**config.mk**
```make
export PLATFORM = sky130hd
export DESIGN_NAME = mcdf_arbiter_flat
export DESIGN_NICKNAME = d
export VERILOG_FILES = /design/src/rtl/mcdf_pkg.sv /design/src/rtl/mcdf_arbiter_if.sv /design/src/rtl/mcdf_arb_pick.sv /design/src/rtl/mcdf_arbiter.sv /design/src/flat_wrapper.sv
export SDC_FILE = /design/constraint.sdc
export NUM_CORES = 1
export LEC_CHECK = 0
export CAP_MARGIN = 20
export CORE_MARGIN = 1
export CORE_UTILIZATION = 50
export DETAILED_ROUTE_END_ITERATION = 8
export DONT_BUFFER_PORTS = 1
export GPL_TIMING_DRIVEN = 0
export SLEW_MARGIN = 20
export SYNTH_ARGS = -nofsm -noshare
export SYNTH_HDL_FRONTEND = slang
export SYNTH_HIERARCHICAL = 1
export SYNTH_SLANG_ARGS = --single-unit
```
**constraint.sdc**
```tcl
create_clock -name clk_i -period 9 [get_ports clk_i]
set_clock_uncertainty 0.05 [all_clocks]
set_input_delay 1.8 -clock clk_i [delete_from_list [all_inputs] [get_ports clk_i]]
set_output_delay 1.8 -clock clk_i [all_outputs]
set_load 0.005 [all_outputs]
```
**src/rtl/mcdf_pkg.sv**
```systemverilog
// MCDF arbiter shared types and helpers.
// Channel count, FSM state type and packet-length decode.
package mcdf_pkg;

    localparam int CH_N = 3;

    typedef enum logic [0:0] {
        IDLE = 1'b0,
        XFER = 1'b1
    } state_e;

    function automatic logic [5:0] pkglen_decode(input logic [2:0] code);
        logic [5:0] len;
        unique case (1'b1)
            (code == 3'd0): len = 6'd4;
            (code == 3'd1): len = 6'd8;
            (code == 3'd2): len = 6'd16;
            default:        len = 6'd32;
        endcase
        return len;
    endfunction

endpackage

```
**src/rtl/mcdf_arbiter_if.sv**
```systemverilog
// MCDF arbiter channel and formatter bundle.
// slave = arbiter side, master = channel FIFOs plus formatter.
interface mcdf_arbiter_if #(
    parameter int DATA_W = 32
) ();
    logic              slv0_req_i;
    logic              slv1_req_i;
    logic              slv2_req_i;
    logic [DATA_W-1:0] slv0_data_i;
    logic [DATA_W-1:0] slv1_data_i;
    logic [DATA_W-1:0] slv2_data_i;
    logic              slv0_ack_o;
    logic              slv1_ack_o;
    logic              slv2_ack_o;
    logic              slv0_en_i;
    logic              slv1_en_i;
    logic              slv2_en_i;
    logic [1:0]        slv0_prio_i;
    logic [1:0]        slv1_prio_i;
    logic [1:0]        slv2_prio_i;
    logic [2:0]        slv0_pkglen_i;
    logic [2:0]        slv1_pkglen_i;
    logic [2:0]        slv2_pkglen_i;
    logic              fmt_ready_i;
    logic              pkg_val_o;
    logic [DATA_W-1:0] pkg_data_o;
    logic [1:0]        pkg_id_o;
    logic [5:0]        pkg_len_o;
    logic              pkg_first_o;
    logic              pkg_last_o;

    modport slave (
        input  slv0_req_i, slv1_req_i, slv2_req_i,
        input  slv0_data_i, slv1_data_i, slv2_data_i,
        input  slv0_en_i, slv1_en_i, slv2_en_i,
        input  slv0_prio_i, slv1_prio_i, slv2_prio_i,
        input  slv0_pkglen_i, slv1_pkglen_i, slv2_pkglen_i,
        input  fmt_ready_i,
        output slv0_ack_o, slv1_ack_o, slv2_ack_o,
        output pkg_val_o, pkg_data_o, pkg_id_o,
        output pkg_len_o, pkg_first_o, pkg_last_o
    );

    modport master (
        output slv0_req_i, slv1_req_i, slv2_req_i,
        output slv0_data_i, slv1_data_i, slv2_data_i,
        output slv0_en_i, slv1_en_i, slv2_en_i,
        output slv0_prio_i, slv1_prio_i, slv2_prio_i,
        output slv0_pkglen_i, slv1_pkglen_i, slv2_pkglen_i,
        output fmt_ready_i,
        input  slv0_ack_o, slv1_ack_o, slv2_ack_o,
        input  pkg_val_o, pkg_data_o, pkg_id_o,
        input  pkg_len_o, pkg_first_o, pkg_last_o
    );

endinterface

```
**src/rtl/mcdf_arb_pick.sv**
```systemverilog
// Combinational winner select: lowest prio value wins,
// ties go to the first eligible channel after last_id.
module mcdf_arb_pick
    import mcdf_pkg::*;
(
    input  logic [CH_N-1:0]       elig,
    input  logic [CH_N-1:0][1:0]  prio,
    input  logic [1:0]            last_id,
    output logic                  valid,
    output logic [1:0]            id
);

    logic [1:0]      best_p;
    logic [CH_N-1:0] cand;
    logic [1:0]      o0, o1, o2;

    // Best (numerically lowest) priority among eligible channels.
    always_comb begin
        best_p = 2'd3;
        for (int i = 0; i < CH_N; i++) begin
            if (elig[i] && (prio[i] < best_p)) best_p = prio[i];
        end
    end

    // Channels tied at the best priority.
    always_comb begin
        for (int i = 0; i < CH_N; i++) begin
            cand[i] = elig[i] & (prio[i] == best_p);
        end
    end

    // Cyclic search order starting right after last_id.
    always_comb begin
        o0 = 2'd0;
        o1 = 2'd1;
        o2 = 2'd2;
        unique case (1'b1)
            (last_id == 2'd0): begin o0 = 2'd1; o1 = 2'd2; o2 = 2'd0; end
            (last_id == 2'd1): begin o0 = 2'd2; o1 = 2'd0; o2 = 2'd1; end
            default: ;
        endcase
        id = 2'd0;
        if (cand[o2]) id = o2;
        if (cand[o1]) id = o1;
        if (cand[o0]) id = o0;
    end

    assign valid = |elig;

endmodule

```
**src/rtl/mcdf_arbiter.sv**
```systemverilog
// MCDF packet arbiter: grants one channel per packet and
// forwards its words through a single ready/valid output register.
module mcdf_arbiter
    import mcdf_pkg::*;
#(
    parameter int DATA_W = 32
) (
    input logic           clk_i,
    input logic           rst_i,
    mcdf_arbiter_if.slave bus
);

    localparam logic [0:0] S_IDLE = 1'(IDLE);
    localparam logic [0:0] S_XFER = 1'(XFER);

    logic [0:0]           state;
    logic [1:0]           gnt_id;
    logic [1:0]           last_id;
    logic [5:0]           len_q;
    logic [4:0]           cnt;

    logic [CH_N-1:0]      req;
    logic [CH_N-1:0]      en;
    logic [CH_N-1:0]      elig;
    logic [CH_N-1:0]      ack;
    logic [CH_N-1:0][1:0] prio;
    logic [CH_N-1:0][2:0] code;

    logic                 pick_valid;
    logic [1:0]           pick_id;
    logic                 take;
    logic                 last_word;
    logic [DATA_W-1:0]    gnt_data;

    logic                 val_q;
    logic [DATA_W-1:0]    data_q;
    logic [1:0]           id_q;
    logic [5:0]           plen_q;
    logic                 first_q;
    logic                 last_q;

    assign req  = {bus.slv2_req_i, bus.slv1_req_i, bus.slv0_req_i};
    assign en   = {bus.slv2_en_i, bus.slv1_en_i, bus.slv0_en_i};
    assign prio = {bus.slv2_prio_i, bus.slv1_prio_i, bus.slv0_prio_i};
    assign code = {bus.slv2_pkglen_i, bus.slv1_pkglen_i,
                   bus.slv0_pkglen_i};
    assign elig = en & req;

    mcdf_arb_pick u_pick (
        .elig    (elig),
        .prio    (prio),
        .last_id (last_id),
        .valid   (pick_valid),
        .id      (pick_id)
    );

    // Head word of the granted channel.
    always_comb begin
        gnt_data = bus.slv0_data_i;
        unique case (1'b1)
            (gnt_id == 2'd1): gnt_data = bus.slv1_data_i;
            (gnt_id == 2'd2): gnt_data = bus.slv2_data_i;
            default: ;
        endcase
    end

    // Pop only while granted, data present and the output reg can take it.
    always_comb begin
        take = (state == S_XFER) & req[gnt_id]
             & (~val_q | bus.fmt_ready_i);
        ack  = {CH_N{take}} & (3'b001 << gnt_id);
    end

    assign last_word = ({1'b0, cnt} == (len_q - 6'd1));

    // Packet FSM: arbitrate in IDLE, count words in XFER.
    always_ff @(posedge clk_i) begin
        if (rst_i) begin
            state   <= S_IDLE;
            gnt_id  <= 2'd0;
            last_id <= 2'd2;
            len_q   <= 6'd0;
            cnt     <= 5'd0;
        end else if (state == S_IDLE) begin
            if (pick_valid) begin
                gnt_id <= pick_id;
                len_q  <= pkglen_decode(code[pick_id]);
                cnt    <= 5'd0;
                state  <= S_XFER;
            end
        end else if (take) begin
            if (last_word) begin
                cnt     <= 5'd0;
                last_id <= gnt_id;
                state   <= S_IDLE;
            end else begin
                cnt <= cnt + 5'd1;
            end
        end
    end

    // Output register: load on pop, drain on ready, hold while stalled.
    always_ff @(posedge clk_i) begin
        if (rst_i) begin
            val_q   <= 1'b0;
            data_q  <= '0;
            id_q    <= 2'd0;
            plen_q  <= 6'd0;
            first_q <= 1'b0;
            last_q  <= 1'b0;
        end else if (take) begin
            val_q   <= 1'b1;
            data_q  <= gnt_data;
            id_q    <= gnt_id;
            plen_q  <= len_q;
            first_q <= (cnt == 5'd0);
            last_q  <= last_word;
        end else if (bus.fmt_ready_i && val_q) begin
            val_q <= 1'b0;
        end
    end

    assign bus.slv0_ack_o  = ack[0];
    assign bus.slv1_ack_o  = ack[1];
    assign bus.slv2_ack_o  = ack[2];
    assign bus.pkg_val_o   = val_q;
    assign bus.pkg_data_o  = data_q;
    assign bus.pkg_id_o    = id_q;
    assign bus.pkg_len_o   = plen_q;
    assign bus.pkg_first_o = first_q;
    assign bus.pkg_last_o  = last_q;

endmodule

```
**src/flat_wrapper.sv**
```systemverilog
// flat-port wrapper written by rule: the top's interface ports become plain ports
module mcdf_arbiter_flat import mcdf_pkg::*;
#(
    parameter int DATA_W = 32
)
  (clk_i, rst_i, bus_slv0_req_i, bus_slv1_req_i, bus_slv2_req_i, bus_slv0_data_i, bus_slv1_data_i, bus_slv2_data_i, bus_slv0_en_i, bus_slv1_en_i, bus_slv2_en_i, bus_slv0_prio_i, bus_slv1_prio_i, bus_slv2_prio_i, bus_slv0_pkglen_i, bus_slv1_pkglen_i, bus_slv2_pkglen_i, bus_fmt_ready_i, bus_slv0_ack_o, bus_slv1_ack_o, bus_slv2_ack_o, bus_pkg_val_o, bus_pkg_data_o, bus_pkg_id_o, bus_pkg_len_o, bus_pkg_first_o, bus_pkg_last_o);
  mcdf_arbiter_if #(.DATA_W(DATA_W)) bus_i ();
  input logic clk_i;
  input logic rst_i;
  input wire logic [$bits(bus_i.slv0_req_i)-1:0] bus_slv0_req_i;
  input wire logic [$bits(bus_i.slv1_req_i)-1:0] bus_slv1_req_i;
  input wire logic [$bits(bus_i.slv2_req_i)-1:0] bus_slv2_req_i;
  input wire logic [$bits(bus_i.slv0_data_i)-1:0] bus_slv0_data_i;
  input wire logic [$bits(bus_i.slv1_data_i)-1:0] bus_slv1_data_i;
  input wire logic [$bits(bus_i.slv2_data_i)-1:0] bus_slv2_data_i;
  input wire logic [$bits(bus_i.slv0_en_i)-1:0] bus_slv0_en_i;
  input wire logic [$bits(bus_i.slv1_en_i)-1:0] bus_slv1_en_i;
  input wire logic [$bits(bus_i.slv2_en_i)-1:0] bus_slv2_en_i;
  input wire logic [$bits(bus_i.slv0_prio_i)-1:0] bus_slv0_prio_i;
  input wire logic [$bits(bus_i.slv1_prio_i)-1:0] bus_slv1_prio_i;
  input wire logic [$bits(bus_i.slv2_prio_i)-1:0] bus_slv2_prio_i;
  input wire logic [$bits(bus_i.slv0_pkglen_i)-1:0] bus_slv0_pkglen_i;
  input wire logic [$bits(bus_i.slv1_pkglen_i)-1:0] bus_slv1_pkglen_i;
  input wire logic [$bits(bus_i.slv2_pkglen_i)-1:0] bus_slv2_pkglen_i;
  input wire logic [$bits(bus_i.fmt_ready_i)-1:0] bus_fmt_ready_i;
  output wire logic [$bits(bus_i.slv0_ack_o)-1:0] bus_slv0_ack_o;
  output wire logic [$bits(bus_i.slv1_ack_o)-1:0] bus_slv1_ack_o;
  output wire logic [$bits(bus_i.slv2_ack_o)-1:0] bus_slv2_ack_o;
  output wire logic [$bits(bus_i.pkg_val_o)-1:0] bus_pkg_val_o;
  output wire logic [$bits(bus_i.pkg_data_o)-1:0] bus_pkg_data_o;
  output wire logic [$bits(bus_i.pkg_id_o)-1:0] bus_pkg_id_o;
  output wire logic [$bits(bus_i.pkg_len_o)-1:0] bus_pkg_len_o;
  output wire logic [$bits(bus_i.pkg_first_o)-1:0] bus_pkg_first_o;
  output wire logic [$bits(bus_i.pkg_last_o)-1:0] bus_pkg_last_o;
  assign bus_i.slv0_req_i = bus_slv0_req_i;
  assign bus_i.slv1_req_i = bus_slv1_req_i;
  assign bus_i.slv2_req_i = bus_slv2_req_i;
  assign bus_i.slv0_data_i = bus_slv0_data_i;
  assign bus_i.slv1_data_i = bus_slv1_data_i;
  assign bus_i.slv2_data_i = bus_slv2_data_i;
  assign bus_i.slv0_en_i = bus_slv0_en_i;
  assign bus_i.slv1_en_i = bus_slv1_en_i;
  assign bus_i.slv2_en_i = bus_slv2_en_i;
  assign bus_i.slv0_prio_i = bus_slv0_prio_i;
  assign bus_i.slv1_prio_i = bus_slv1_prio_i;
  assign bus_i.slv2_prio_i = bus_slv2_prio_i;
  assign bus_i.slv0_pkglen_i = bus_slv0_pkglen_i;
  assign bus_i.slv1_pkglen_i = bus_slv1_pkglen_i;
  assign bus_i.slv2_pkglen_i = bus_slv2_pkglen_i;
  assign bus_i.fmt_ready_i = bus_fmt_ready_i;
  assign bus_slv0_ack_o = bus_i.slv0_ack_o;
  assign bus_slv1_ack_o = bus_i.slv1_ack_o;
  assign bus_slv2_ack_o = bus_i.slv2_ack_o;
  assign bus_pkg_val_o = bus_i.pkg_val_o;
  assign bus_pkg_data_o = bus_i.pkg_data_o;
  assign bus_pkg_id_o = bus_i.pkg_id_o;
  assign bus_pkg_len_o = bus_i.pkg_len_o;
  assign bus_pkg_first_o = bus_i.pkg_first_o;
  assign bus_pkg_last_o = bus_i.pkg_last_o;
  mcdf_arbiter #(.DATA_W(DATA_W)) u_core (.clk_i(clk_i), .rst_i(rst_i), .bus(bus_i));
endmodule
```
After elaboration in Yosys (flattened, before gate mapping)
Index checks and enable logic that the tools add are counted.

Register bits: 59. Bits in latches: 0. Memory bits (writable): 0. Memory bits (read-only): 0. Input port bits: 120. Word-level logic and storage cells: 86. Memories kept: 0.

Add/subtract/negate cells: 2. Multiply operators: 0. Divide/modulo/power cells: 0. Magnitude comparators: 8. Eq/ne operators: 10. Shift-type cells: 1. Muxes and demuxes: 31. Bitwise logic cells: 10. Reductions and logical operators: 13.

Operator list (number): 32-bit case mux with 2 select lines (1); 5-bit two-way mux (4); 6-bit case mux with 3 select lines (1); 2-bit by 3-bit < comparator with 1-bit output, second input constant (5); 2-bit two-way mux (6); 2-bit case mux with 2 select lines (3); 1-bit two-way mux (10); 1-bit binary-select mux with 2-bit select (4); 3-bit AND (2); 3-bit binary-select mux with 2-bit select (1); 2-bit == test (3); 5-bit by 6-bit == test with 1-bit output (1); 6-bit by 1-bit subtractor with 6-bit output, second input constant (1); 5-bit by 1-bit adder with 5-bit output, second input constant (1); 1-bit AND (5); 5-bit zero test (1); 2-bit by 1-bit == test with 1-bit output, second input constant (2); 1-bit logical AND (4); 2-bit < comparator (2); 2-bit AND reduction (2); 2-bit nonzero test (2); 3-bit by 1-bit == test with 1-bit output, second input constant (1); 3-bit by 2-bit == test with 1-bit output, second input constant (1); 3-bit zero test (1); other kinds (10) (11).

Depth between registers and ports, before layout
Depth in word-level cells: 20. Depth in mapped cells: 19. Mapped depth without buffers: 19.

Modules after synthesis
Netlist, hierarchy kept.

Modules (own cells, without submodules): mcdf_arbiter (times used 1, cells each 369, area an instance 2885.3 µm², sequential area each 1101.1 µm²); mcdf_arb_pick (times used 1, cells each 42, area an instance 306.5 µm², sequential area each 0.0 µm²).

Worst setup path before layout
No wires, ideal clock.

Kind: input port to flip-flop. Start: in bus_slv0_en_i. End: reg u_core.len_q[2]. Setup time: 65 ps. Arrival: 5426 ps. Slack: 3459 ps. Stages on the path: 19. Path buffers: 0. Cell sequence: and2_1 nor2b_1 ha_1 nand2b_1 a21o_1 a22oi_2 inv_1 ha_1 or3b_1 o21ai_2 mux2i_1 xor2_1 o2111ai_1 o311a_1 mux2_2 a221o_1 nor2_1 a22oi_1 nor2_1.

Longest elaborated chain between the ends: 20. Elaborated cells on any way between the ends: 32. Classes of those cells: order compare: 2; eq/ne: 5; mux: 15; bitwise: 4; reduce/logical: 6.

RTL lines: start: declaration (line flat_wrapper.sv:16) `input wire logic [$bits(bus_i.slv0_en_i)-1:0] bus_slv0_en_i;`; 3-bit AND (*) (line mcdf_arbiter.sv:47) `assign elig = en & req;`; 1-bit logical AND (line mcdf_arb_pick.sv:21) `if (elig[i] && (prio[i] < best_p)) best_p = prio[i];`; 2-bit two-way mux (line mcdf_arb_pick.sv:21); 2-bit < comparator (line mcdf_arb_pick.sv:21); 1-bit logical AND (line mcdf_arb_pick.sv:21); 2-bit two-way mux (line mcdf_arb_pick.sv:21); 2-bit < comparator (line mcdf_arb_pick.sv:21); 1-bit logical AND (line mcdf_arb_pick.sv:21); [... 5 more ...]; 2-bit two-way mux (line mcdf_arb_pick.sv:43) `if (cand[o2]) id = o2;`; 2-bit two-way mux (line mcdf_arb_pick.sv:44) `if (cand[o1]) id = o1;`; 2-bit two-way mux (*) (line mcdf_arb_pick.sv:45) `if (cand[o0]) id = o0;`; via u_core.pick_id[1] (line mcdf_arbiter.sv:30) `logic [1:0] pick_id;`; 3-bit binary-select mux with 2-bit select (*) (line mcdf_arbiter.sv:87) `len_q <= pkglen_decode(code[pick_id]);`; 3-bit two-way mux (implied by the code) (*) (line mcdf_arbiter.sv:87); 3-bit by 2-bit == test with 1-bit output, or another cell as far along (line mcdf_pkg.sv:17) `(code == 3'd2): len = 6'd16;`; 6-bit case mux with 3 select lines (*) (line mcdf_pkg.sv:14) `unique case (1'b1)`; end signal: assignment (line mcdf_arbiter.sv:87); end: declaration (line mcdf_arbiter.sv:19) `logic [5:0] len_q;`.

Mark *: on every way through the listed nets, which the timed path passes. The rest lies on a longest branch. The select of a mux whose other input is x is not followed. A chain may end at the register's enable or synchronous reset.

Worst setup path in the final report
Start: in bus_slv0_en_i. End: reg u_core.len_q[4].

Same word-level chain as after synthesis.

==> flow_metrics.env <==
export IMPL_drtIter0Drc=129
export IMPL_yosys_warnings=6
export IMPL_yosysSeqAreaShare=0.345
export IMPL_drtPass1Iterations=5
export IMPL_placeableCoreArea_um2=6030
export IMPL_cts_buffers=5
export IMPL_cts_tree="done"
export IMPL_vdd_drop_max_uv=81.9
export IMPL_cts_sinks=55
export IMPL_dp_cells=487
export IMPL_hold_buffers=0
export IMPL_io_pins=166
export IMPL_hold_class="reg -> reg"
export IMPL_cts_root_buf="clkbuf_8"
export IMPL_die_w_um=81.9
export IMPL_cp_num_buf_inv=1
export IMPL_core_rowCount=28
export IMPL_synth_area_top_cells="dfxtp_1 34%, nand2_1 11%, a22oi_1 8.0%, o211ai_1 8.0%, a21oi_1 7.8%"
export IMPL_layout_cells_non_filler=495
export IMPL_status="finished, final reports clean"
export IMPL_finalCritPeriodShare=0.644
export IMPL_worstMarginPinSlew_ns=0.561
export IMPL_grt_pass1_vias=2692
export IMPL_gp_congestion=0.795
export IMPL_fmax_mhz=173
export IMPL_grt_use_total=0.247
export IMPL_synthArstFlopShare=0
export IMPL_yosysTopAreaCellShare=0.345
export IMPL_crit_slowest_cell="a311oi_1"
export IMPL_dpl_hpwl_mm=6.42
export IMPL_setup_viol=0
export IMPL_synth_cell_type_count=52
export IMPL_nNetsFinal=547
export IMPL_grt_max_degree=16
export IMPL_cp_top_family="simple AND/OR/NAND/NOR gates"
export IMPL_cts_setup_buffers=0
export IMPL_setup_tns_final_ns=0
export IMPL_grt_overflow=0
export IMPL_syn_area_per_cell_um2=7.77
export IMPL_diodes=0
export IMPL_cts_max_level=2
export IMPL_drt_wl_total_mm=8.26
export IMPL_vias=2912
export IMPL_crit_top_cell="nor2_1"
export IMPL_power_density_nw_per_um2=142
export IMPL_yosysMostFrequentCell="nand2_1"
export IMPL_rsz0062_at_grt="false"
export IMPL_synth_seq_cells=55
export IMPL_slowest_delay_ns=0.47
export IMPL_setup_worst_path_class="in -> reg"
export IMPL_grt_pass1_wl_mm=12.7
export IMPL_synth_top_area_cell="dfxtp_1"
export IMPL_cp_cell_sequence="and2_1, nor2b_1, ha_1, nand2b_1, nor2_1, a22oi_2, inv_1, ha_1, or3b_1, o21ai_2, mux2i_1, xor2_1, nand3_1, a311oi_1, nor2b_1, a221o_1, nor2_1, a22oi_1, nor2_1"
export IMPL_ys_top_cells_by_count="92 x nand2_1, 55 x dfxtp_1, 50 x a21oi_1, 34 x a22oi_1, 34 x o211ai_1"
export IMPL_final_area_um2=3370
export IMPL_synth_edf_count=0
export IMPL_area_delta_synth_final_pct=5.61
export IMPL_clockBufferDepth=2
export IMPL_arrival_ns=5.93
export IMPL_drv_cap=0
export IMPL_drc=0
export IMPL_wl_per_cell_um=16.7
export IMPL_finalHoldViolations=0
export IMPL_slew_viol_final=0
export IMPL_die_h_um=81.9
export IMPL_path_max_fanout=5
export IMPL_cts_resized_gates=0
export IMPL_synth_cells=411
export IMPL_fillCellCount=625
export IMPL_antenna_found_initial=0
export IMPL_netlist_area_um2=3190
export IMPL_p_leak_nw=1.08
export IMPL_clkLatencyLatePin_ns=0.30
export IMPL_slew_headroom=0.623
export IMPL_fin_crit_ns=5.80
export IMPL_placed_area_um2=3290
export IMPL_critPathLaunchType="primary input"
export IMPL_drive_gt1_frac=0.0619
export IMPL_cts_clk_slew_worst_paths_ns=0.09
export IMPL_portBuffers=0
export IMPL_dieArea_um2=6710
export IMPL_initial_core_util=0.530
export IMPL_ys_flop_type="dfxtp_1"
export IMPL_via_per_inst=5.88
export IMPL_ant_nets=0
export IMPL_cp_data_required_time_ns=9.14
export IMPL_critPathCaptureType="register"
sequential cells by signal, indices dropped and copies added, names as in the netlist:
signal	flops
u_core/bus.pkg_data_o	32
u_core/gnt_id	2
u_core/len_q	4
u_core/bus.pkg_val_o	1
u_core/cnt	5
u_core/state	1
u_core/bus.pkg_len_o	4
u_core/last_id	2
u_core/bus.pkg_last_o	1
u_core/bus.pkg_first_o	1
u_core/bus.pkg_id_o	2
layout by cell type (no fill, tap or decap), types with 2 or more instances in the layout:
cell,synthesis,layout
a2111oi_0,2,2
a22oi_1,34,34
a21oi_1,50,50
conb_1,1,2
a21o_1,4,4
a211oi_1,2,2
o211ai_1,34,34
nor2_1,9,9
xnor2_1,3,3
buf_6,2,2
nand3b_1,2,2
and2_1,7,7
buf_4,6,6
nand2_1,92,92
ha_1,8,8
xor2_1,4,4
nor3_1,4,4
o21ai_1,2,2
mux2i_1,4,4
or3b_1,2,2
clkbuf_1,26,28
dfxtp_1,55,55
clkbuf_8,0,5
inv_1,14,14
nand2b_1,6,6
nand3_1,6,6
or2_2,2,2
o21ai_0,2,2
nor2b_1,4,4
through the flow:
| step | util | hold slack, ns | setup slack (ns) | total power (W) |
|---|---|---|---|---|
| floorplan | - | 0.392 | 3.46 | 0.000336 |
| global placement | 0.546 | 0.411 | 3.05 | 0.000354 |
| detailed placement | 0.546 | 0.413 | 2.88 | 0.000356 |
| CTS | 0.559 | 0.426 | 3.20 | 0.000485 |
| global route | 0.559 | 0.446 | 2.79 | 0.000506 |
| finish | 0.559 | 0.427 | 3.20 | 0.000480 |
worst paths after layout:
path	startpoint	end	slack, ns	cells after the start
hold reg to reg	u_core/bus.pkg_len_o[2]	u_core/bus.pkg_len_o[2]	0.43	2
setup / recovery	bus_slv0_en_i	u_core/len_q[4]	3.20	19
hold / removal	u_core/bus.pkg_len_o[2]	u_core/bus.pkg_len_o[2]	0.43	2
setup reg to reg	u_core/len_q[2]	u_core/last_id[1]	6.80	7
per-layer routing:
metal / up-vias / wire (um) / share of wire / global-route usage
li1: 1477 / - / - / -
met1: 1337 / 3550 / 0.43 / 0.290
met2: 94 / 4130 / 0.50 / 0.438
met3: 4 / 550 / 0.067 / 0.0722
met4: 0 / 29 / 0.0035 / 0.0561
met5: - / 0 / 0 / 0
power breakdown:
| group | internal (W) | switching (W) |
|---|---|---|
| combinational | 0.0000326 | 0.0000517 |
| sequential | 0.000255 | 0.0000107 |
| clock | 0.0000548 | 0.0000752 |
area by class of cell:
type | instances | area [um^2] | area share
well taps | 75 | 93.8 | 0.0278
plain buffers | 34 | 165 | 0.0490
flip-flops and latches | 55 | 1100 | 0.327
clock buffers | 7 | 76.3 | 0.0226
clock inverters | 1 | 5.00 | 0.00148
inverters | 14 | 52.6 | 0.0156
multi-input cells | 309 | 1880 | 0.557
tightest hold or removal path, cell delays in order, from the launching register on:
cell and delay, ns:
dfxtp_1 0.33, nand2_1 0.05, a21oi_1 0.05
cell families (layout without fill, tap and decap cells):
group | after synthesis | in the layout | synth area share
AOI/OAI and AO/OA | 143 | 143 | 0.309
xor gates and xnor gates | 8 | 8 | 0.0243
adders and majority gates | 8 | 8 | 0.0314
buffers and inverters | 48 | 56 | 0.0682
DFF | 55 | 55 | 0.345
muxes | 5 | 5 | 0.0161
other | 1 | 2 | 0.00117
and+or+nand+nor | 143 | 143 | 0.205
No activity file was read; power rests on OpenSTA's default activity.
